$ cat config.mk
export PLATFORM = sky130hd
export DESIGN_NAME = pipe_stage_skid_reg
export DESIGN_NICKNAME = d
export VERILOG_FILES = /design/src/rtl/udlx_pipe_pkg.sv /design/src/rtl/pipe_stage_slot.sv /design/src/rtl/pipe_stage_skid_reg.sv
export SDC_FILE = /design/constraint.sdc
export NUM_CORES = 1
export LEC_CHECK = 0
export CAP_MARGIN = 20
export CELL_PAD_IN_SITES_DETAIL_PLACEMENT = 2
export CELL_PAD_IN_SITES_GLOBAL_PLACEMENT = 2
export CORE_UTILIZATION = 29
export DETAILED_ROUTE_END_ITERATION = 8
export HOLD_SLACK_MARGIN = 0.06
export PLACE_DENSITY = 0.89
export SYNTH_ARGS = -nofsm -noshare
export SYNTH_HDL_FRONTEND = slang
export SYNTH_SLANG_ARGS = --single-unit
$ cat constraint.sdc
create_clock -name clk -period 1.48 [get_ports clk]
set_input_delay 0.296 -clock clk [delete_from_list [all_inputs] [get_ports clk]]
set_output_delay 0.296 -clock clk [all_outputs]
set_load 0.01 [all_outputs]
$ cat src/rtl/udlx_pipe_pkg.sv
// Shared constants for the uDLX pipeline boundary registers.
// State encoding doubles as the held-beat count.
package udlx_pipe_pkg;

    typedef logic [1:0] pipe_state_t;

    localparam pipe_state_t ST_EMPTY = 2'd0;
    localparam pipe_state_t ST_FULL  = 2'd1;
    localparam pipe_state_t ST_SKID  = 2'd2;

    localparam int unsigned IF_ID_W  = 64;
    localparam int unsigned ID_EX_W  = 128;
    localparam int unsigned EX_MEM_W = 96;
    localparam int unsigned MEM_WB_W = 72;

endpackage

$ cat src/rtl/pipe_stage_slot.sv
// Single payload register with synchronous clear (priority over load) and async reset.
module pipe_stage_slot #(
    parameter int unsigned DATA_WIDTH = 128
) (
    input  logic                  clk,
    input  logic                  rst_n,
    input  logic                  load_in,
    input  logic                  clear_in,
    input  logic [DATA_WIDTH-1:0] data_in,
    output logic [DATA_WIDTH-1:0] data_out
);

    logic [DATA_WIDTH-1:0] data_q, data_d;

    always_comb begin
        data_d = data_q;
        if (clear_in) begin
            data_d = '0;
        end else if (load_in) begin
            data_d = data_in;
        end
    end

    always_ff @(posedge clk or negedge rst_n) begin
        if (!rst_n) begin
            data_q <= '0;
        end else begin
            data_q <= data_d;
        end
    end

    assign data_out = data_q;

endmodule

$ cat src/rtl/pipe_stage_skid_reg.sv
// Pipeline boundary register with valid/ready handshake and synchronous flush.
// Define PIPE_STAGE_SKID_EN to add the skid slot and a fully registered up_ready_out.
module pipe_stage_skid_reg
    import udlx_pipe_pkg::*;
#(
    parameter int unsigned DATA_WIDTH     = 128,
    parameter bit          CLEAR_ON_EMPTY = 1'b1
) (
    input  logic                  clk,
    input  logic                  rst_n,
    input  logic                  flush_in,
    input  logic                  up_valid_in,
    output logic                  up_ready_out,
    input  logic [DATA_WIDTH-1:0] up_data_in,
    output logic                  dn_valid_out,
    input  logic                  dn_ready_in,
    output logic [DATA_WIDTH-1:0] dn_data_out,
    output logic [1:0]            occupancy_out
);

    pipe_state_t           state_q, state_d;
    logic                  accept, emit;
    logic                  main_load, main_clear;
    logic [DATA_WIDTH-1:0] main_src;
`ifdef PIPE_STAGE_SKID_EN
    logic                  skid_load, skid_clear;
    logic [DATA_WIDTH-1:0] skid_data;
`endif

    assign dn_valid_out  = (state_q != ST_EMPTY);
    assign occupancy_out = state_q;
`ifdef PIPE_STAGE_SKID_EN
    assign up_ready_out  = (state_q != ST_SKID);
`else
    // Without a skid slot the stage can only refill when the held beat leaves this cycle.
    assign up_ready_out  = !dn_valid_out || dn_ready_in;
`endif
    assign accept = up_valid_in && up_ready_out;
    assign emit   = dn_valid_out && dn_ready_in;

    always_comb begin
        state_d    = state_q;
        main_load  = 1'b0;
        main_clear = 1'b0;
        main_src   = up_data_in;
`ifdef PIPE_STAGE_SKID_EN
        skid_load  = 1'b0;
        skid_clear = 1'b0;
`endif
        if (flush_in) begin
            state_d    = ST_EMPTY;
            main_clear = 1'b1;
`ifdef PIPE_STAGE_SKID_EN
            skid_clear = 1'b1;
`endif
        end else begin
            case (state_q)
                ST_EMPTY: begin
                    if (accept) begin
                        state_d   = ST_FULL;
                        main_load = 1'b1;
                    end
                end
                ST_FULL: begin
                    if (accept && emit) begin
                        main_load = 1'b1;
`ifdef PIPE_STAGE_SKID_EN
                    end else if (accept) begin
                        state_d   = ST_SKID;
                        skid_load = 1'b1;
`endif
                    end else if (emit) begin
                        state_d    = ST_EMPTY;
                        main_clear = CLEAR_ON_EMPTY;
                    end
                end
`ifdef PIPE_STAGE_SKID_EN
                ST_SKID: begin
                    if (emit) begin
                        state_d    = ST_FULL;
                        main_load  = 1'b1;
                        main_src   = skid_data;
                        skid_clear = 1'b1;
                    end
                end
`endif
                default: begin
                    state_d    = ST_EMPTY;
                    main_clear = 1'b1;
`ifdef PIPE_STAGE_SKID_EN
                    skid_clear = 1'b1;
`endif
                end
            endcase
        end
    end

    always_ff @(posedge clk or negedge rst_n) begin
        if (!rst_n) begin
            state_q <= ST_EMPTY;
        end else begin
            state_q <= state_d;
        end
    end

    pipe_stage_slot #(
        .DATA_WIDTH (DATA_WIDTH)
    ) u_main_slot (
        .clk      (clk),
        .rst_n    (rst_n),
        .load_in  (main_load),
        .clear_in (main_clear),
        .data_in  (main_src),
        .data_out (dn_data_out)
    );

`ifdef PIPE_STAGE_SKID_EN
    pipe_stage_slot #(
        .DATA_WIDTH (DATA_WIDTH)
    ) u_skid_slot (
        .clk      (clk),
        .rst_n    (rst_n),
        .load_in  (skid_load),
        .clear_in (skid_clear),
        .data_in  (up_data_in),
        .data_out (skid_data)
    );
`endif

endmodule
==> results.yml <==
clock_tree:
  tritoncts: "built"
  cts_buffer_depth: 2
  cts_htree_levels: 4
  cts.clk_slew.worst_paths_ps: 70
  cts_root_buffer: "clkbuf_16"
  cts_made_buffers: 17
  cts_setup_buffers: 0
  clock_sinks: 129
  clk-insertion-delay-late_ps: 410
global_routing:
  met1_usage_pct: 23.1
  met3_usage_pct: 4.70
  grt.busiest_layer: "met2"
  grt_max_degree: 69
  grt_usage_pct: 18.9
  grt_pass1_wl_um: 38200
  grt_pass1_vias: 6618
  overflow: 0
  antenna_found_initial: 0
  gr-usage-met2_pct: 32.2
hold_path:
  hold_path_class: "input pin to async pin"
finish:
  fill_cells: 2595
  final_util_pct: 43.2
  nets: 973
  seq_area_mm2: 0.00323
  design_area_mm2: 0.0109
  antennaDiodeCount: 0
  synthToLayoutAreaGrowth_pct: 46.6
  drive_above_1_share_pct: 23.3
  multi_input_area_mm2: 0.00368
run:
  cap_violations: 0
critical_path:
  slowest_stage: "dfrtp_1"
  cp_top_family: "flip-flops"
  r2r_end: "u_main_slot.data_out[65]$_DFFE_PN0P_"
  end_kind: "output port"
  r2r_slack_ps: 80
  crit_arrival_ps: 1140
  startpoint_type: "register"
  slowest_delay_ps: 420
  cp_num_buf_inv: 1
  worstReg2RegStart: "occupancy_out[0]$_DFFE_PN0P_"
  required_ps: 1180
  reg2regPathDepth: 4
  crit_fanout: 2
  path_class: "register to output port"
  crit_chain: "dlygate4sd2_1"
place:
  dpl.hpwl_um: 17000
  place_congestion: 0.720
  placed_area_mm2: 0.0105
  portBuffers: 263
sta:
  finalHoldViolations: 0
  rsz0062_at_grt: "no"
  final.period_utilization_pct: 97.0
  max_freq_ghz: 0.697
  final-setup-viol-count: 0
  clock-skew-final_ps: 8.70
  slew_viol_final: 0
  layout_min_cycle_time_ps: 1440
  timing.setup.tns_ps: 0
synthesis:
  ys_top_cells_by_area: "dfrtp_1 (44%), o32ai_2 (26%), nand2b_1 (22%)"
  synth_top_area_share_pct: 43.6
  yosys_warnings: 0
  synthesis.area_mm2: 0.00741
  syn_nets: 724
  netlist_instances: 591
  avgSynthCellArea_um2: 12.5
  ys_types: 14
  ys_seq_area_share_pct: 43.6
  synth_seq_cells: 129
  yosys.area.top_type: "dfrtp_1"
detailed_routing:
  dr.pass1.iters: 4
  drtIter0Drc: 164
  via_per_inst: 4.86
  dr_total_vias: 5744
  drc: 0
  wl_um: 24100
  wl_per_cell_um: 20.4
  antenna_left: 0
die:
  core_area_mm2: 0.0251
  chipWidth_um: 162
  start_util_pct: 29.5
  die_h_um: 162
  ios: 265
  die_area_mm2: 0.0262
  rows: 58
pwr:
  combPwrFrac_pct: 20.8
  seqPwrFrac_pct: 38.9
  vdd_drop_max_uv: 475
  switching_share_pct: 29.0
  switchingPower_uw: 2870
  power_leakage_uw: 0.00461
  clock_power_share_pct: 40.3
  power_density_mw_per_mm2: 911
  power.internal_uw: 7020
outcome:
  status: "finished clean"
## per-stage QoR
stage | setup slack, ps | cells | hold WS, ps | power, uW
after floorplan | 216 | 591 | 0.409 | 4980
after global placement | -277 | 1150 | 155 | 6100
after detailed placement | -290 | 1150 | 155 | 6160
after CTS | 23.5 | 1183 | 244 | 10100
after global routing | 13.9 | 1183 | 258 | 10300
final | 44.4 | 1183 | 261 | 9890
## cell usage after synthesis
master    number
nand2b_1     256
dfrtp_1      129
o32ai_2      120
buf_6         27
clkbuf_1      23
buf_2         19
o32ai_1        8
buf_4          3
a21oi_2        1
conb_1         1
inv_1          1
inv_2          1
mux2_4         1
nor2b_4        1
## cells by family (layout without fill, tap and decap cells)
family | count (synthesis) | count (layout) | synth area share, %
other | 1 | 1 | 0.0506
multiplexers | 1 | 1 | 0.203
AO/OA/AOI/OAI | 129 | 129 | 27.4
buffers and inverters | 74 | 336 | 6.96
AND/OR/NAND/NOR | 257 | 257 | 21.8
flip-flops | 129 | 129 | 43.6
## worst max path at each step
stage | from | end | slack [ps] | cells past startpoint
global placement | dn_ready_in | up_ready_out | -280 | 4
global route | occupancy_out[0]$_DFFE_PN0P_ | up_ready_out | 10 | 3
finish | u_main_slot.data_out[98]$_DFFE_PN0P_ | dn_data_out[98] | 40 | 1
CTS | u_main_slot.data_out[98]$_DFFE_PN0P_ | dn_data_out[98] | 20 | 1
floorplan | occupancy_out[0]$_DFFE_PN0P_ | up_ready_out | 220 | 4
detailed placement | dn_ready_in | u_main_slot.data_out[112]$_DFFE_PN0P_ | -290 | 5
## layout by cell type, fill, tap and decap left out, types with 2 or more instances in the layout
cell,synthesis,routed
o32ai_2,120,120
clkdlybuf4s50_1,0,130
inv_6,0,7
o32ai_1,8,8
dlygate4sd2_1,0,128
buf_2,19,3
buf_12,0,19
buf_4,3,21
clkinv_2,0,2
nand2b_1,256,256
clkinvlp_4,0,4
dfrtp_1,129,129
clkbuf_16,0,17
## registers in the layout, summed over array words and instances, names as in the netlist
name and cells:
u_main_slot.data_out 128, occupancy_out 1
## final cells by class
| cell class | count | area share (%) |
|---|---|---|
| clock buffer | 19 | 4.08 |
| inverter | 2 | 0.115 |
| multi-input combinational | 388 | 33.9 |
| sequential | 129 | 29.7 |
| timing repair buffer | 302 | 27.5 |
| tap | 330 | 3.80 |
| clock inverter | 13 | 0.933 |
## layer usage
layer / vias up / routed length, um
li1: 2606 / -
met1: 2932 / 10100
met2: 180 / 12200
met3: 26 / 1370
met4: 0 / 473
met5: - / 0
## what timing repair did
| action | 4_1_cts | 5_1_grt |
|---|---|---|
| gates resized for setup | 140 | 0 |
| hold buffers | 1 | 0 |
| endpoints found under the hold margin | 123 | 0 |
| endpoints found under the setup margin | 131 | 0 |
## power by group through the flow
stage / clock [uW] / sequential (uW) / combinational [uW]
2_1_floorplan: 0 / 4000 / 982
3_3_place_gp: 0 / 3910 / 2190
3_5_place_dp: 0 / 3920 / 2240
4_1_cts: 4140 / 3860 / 2100
5_1_grt: 4240 / 3880 / 2210
6_report: 3980 / 3850 / 2060
No activity file was read; power rests on OpenSTA's default activity.
==> RTL edit, RTL diff (same settings) <==
Reset style: synchronous (`rst_n`), changed in 2 clocked blocks. Comments in the files are not updated.
--- a/src/rtl/pipe_stage_slot.sv
+++ b/src/rtl/pipe_stage_slot.sv
@@ -21,7 +21,7 @@
         end
     end
 
-    always_ff @(posedge clk or negedge rst_n) begin
+    always_ff @(posedge clk) begin
         if (!rst_n) begin
             data_q <= '0;
         end else begin
--- a/src/rtl/pipe_stage_skid_reg.sv
+++ b/src/rtl/pipe_stage_skid_reg.sv
@@ -95,7 +95,7 @@
         end
     end
 
-    always_ff @(posedge clk or negedge rst_n) begin
+    always_ff @(posedge clk) begin
         if (!rst_n) begin
             state_q <= ST_EMPTY;
         end else begin
Formal check against the unedited RTL: differs if rst_n is asserted again (counterexample within 4 cycles, from zero or initial values and one cycle with rst_n low); with rst_n held inactive, the same outputs for 4 cycles.
==> RTL edit against the original RTL <==
- the flow now finishes with violations (negative setup slack)
- sequential cell count did not move
- clock power decreased by 3%
- power is 13% lower
- worst setup slack got worse by 62 ps
- routed wire length down 3.1%
- area after synthesis is 24% lower
- final area decreased by 17%
- die area is 24% lower
- synthesized cell count rose by 0.51%
- critical path type is now in2reg
- largest cell class is now buffers
==> RTL edit: results (changes against the original RTL) <==
[pwr]
p_leak_nw=3.56  ; -23%
switching_power_mw=2.18  ; -24%
powerSeq_mw=3.59  ; -6.8%

[drt]
wl_met1_um=9400  ; -6.9%
wl_um=23400  ; -3.1%
drt_iter0_markers=193  ; +18%
dr_wl_met2_um=11900  ; -2.7%
route.met3.wl_um=1320  ; -4.2%

[worst_hold_path]
hold_path_class=in2reg

[setup_path]
crit_family=buffers and inverters
worstSetupEndpoint=u_main_slot.data_out[26]$_SDFFE_PP0P_
crit_path_start_kind=input pin
critPathMaxStageDelay_ps=530  ; +110 ps

[yosys]
synth_area_leaders=dfxtp_1 46%, o21ai_0 11%, nand3_2 9.5%, a21oi_2 7.8%, a21oi_1 7.0%
ys_seq_area_frac=0.462  ; +0.0259
synthFlopType=dfxtp_1
synth_nets=727  ; +0.41%
synth_cell_types=22  ; +8
postSynth.asyncResetShare=0  ; -1.00

[placed_design]
place_area_sq_um=8510  ; -19%
gp_congestion=0.741  ; +2.8%

[run_status]
violations=negative setup slack
outcome=finished, violations left

[sta]
setup_tns_ps=-17.5  ; -17.5 ps
layout_setup_ws_ps=-17.5  ; -61.9 ps
finalSetupViolCount=1  ; +1
finalClockSkew_ps=11.2  ; +2.46 ps

[cells_and_area]
finalNetCount=976  ; +0.31%
fill_cells=2022  ; -22%

[die]
die-area_sq_um=19900  ; -24%

[global_routing]
grt_pass1_wl_um=35500  ; -7.1%
first_global_vias=6300  ; -4.8%

## RTL edit: cell types whose count changed in the layout (fill, tap and decap cells not counted), moves of 10 or more
| cell | before | now |
|---|---|---|
| dfxtp_1 | 0 | 128 |
| o21ai_1 | 0 | 10 |
| nand3_2 | 0 | 53 |
| nand2b_1 | 256 | 0 |
| a21oi_2 | 1 | 50 |
| o21ai_0 | 0 | 118 |
| a21oi_1 | 0 | 78 |
| dfrtp_1 | 129 | 0 |
| nand3_1 | 0 | 75 |
| o32ai_2 | 120 | 0 |
## RTL edit: stage by stage
stage	instances	hold WS (ps)	setup WS (ps)	utilization	total power, mW
final	1114	433	-17.5	0.476	8.61
after global placement	1080	458	-330	0.452	4.81
after CTS	1111	420	2.85	0.472	8.72
after floorplan	594	420	186	-	4.14
after global routing	1114	435	-76.3	0.476	8.93
after detailed placement	1080	475	-366	0.452	4.87
## RTL edit: layer usage
layer | track usage | vias up
met2 | 0.414 | 199
met4 | 0.113 | 0
met1 | 0.256 | 2773
met5 | 0 | -
met3 | 0.0615 | 45
li1 | - | 2618
## RTL edit: logic make-up (layout without fill, tap and decap cells)
family	Yosys count	after routing
other	1	1
AOI/OAI and AO/OA	258	258
DFF	129	129
and+or+nand+nor	133	133
buffers and inverters	73	333
## RTL edit: layout make-up
type	count	area, sq um	share of cell area
flip-flops and latches	129	2580	0.288
well taps	260	325	0.0363
repair buffers	302	3070	0.342
clock inverters	12	96.3	0.0107
clock buffers	18	429	0.0479
multi-input cells	392	2450	0.273
inverters	1	11.3	0.00126
## RTL edit: worst reg2reg max path, stage by stage (launching register included)
cell	delay, ps
dfxtp_2	320
nor2b_4	140
buf_4	140
buf_4	160
buf_12	150
o21ai_0	340
a21oi_2	100
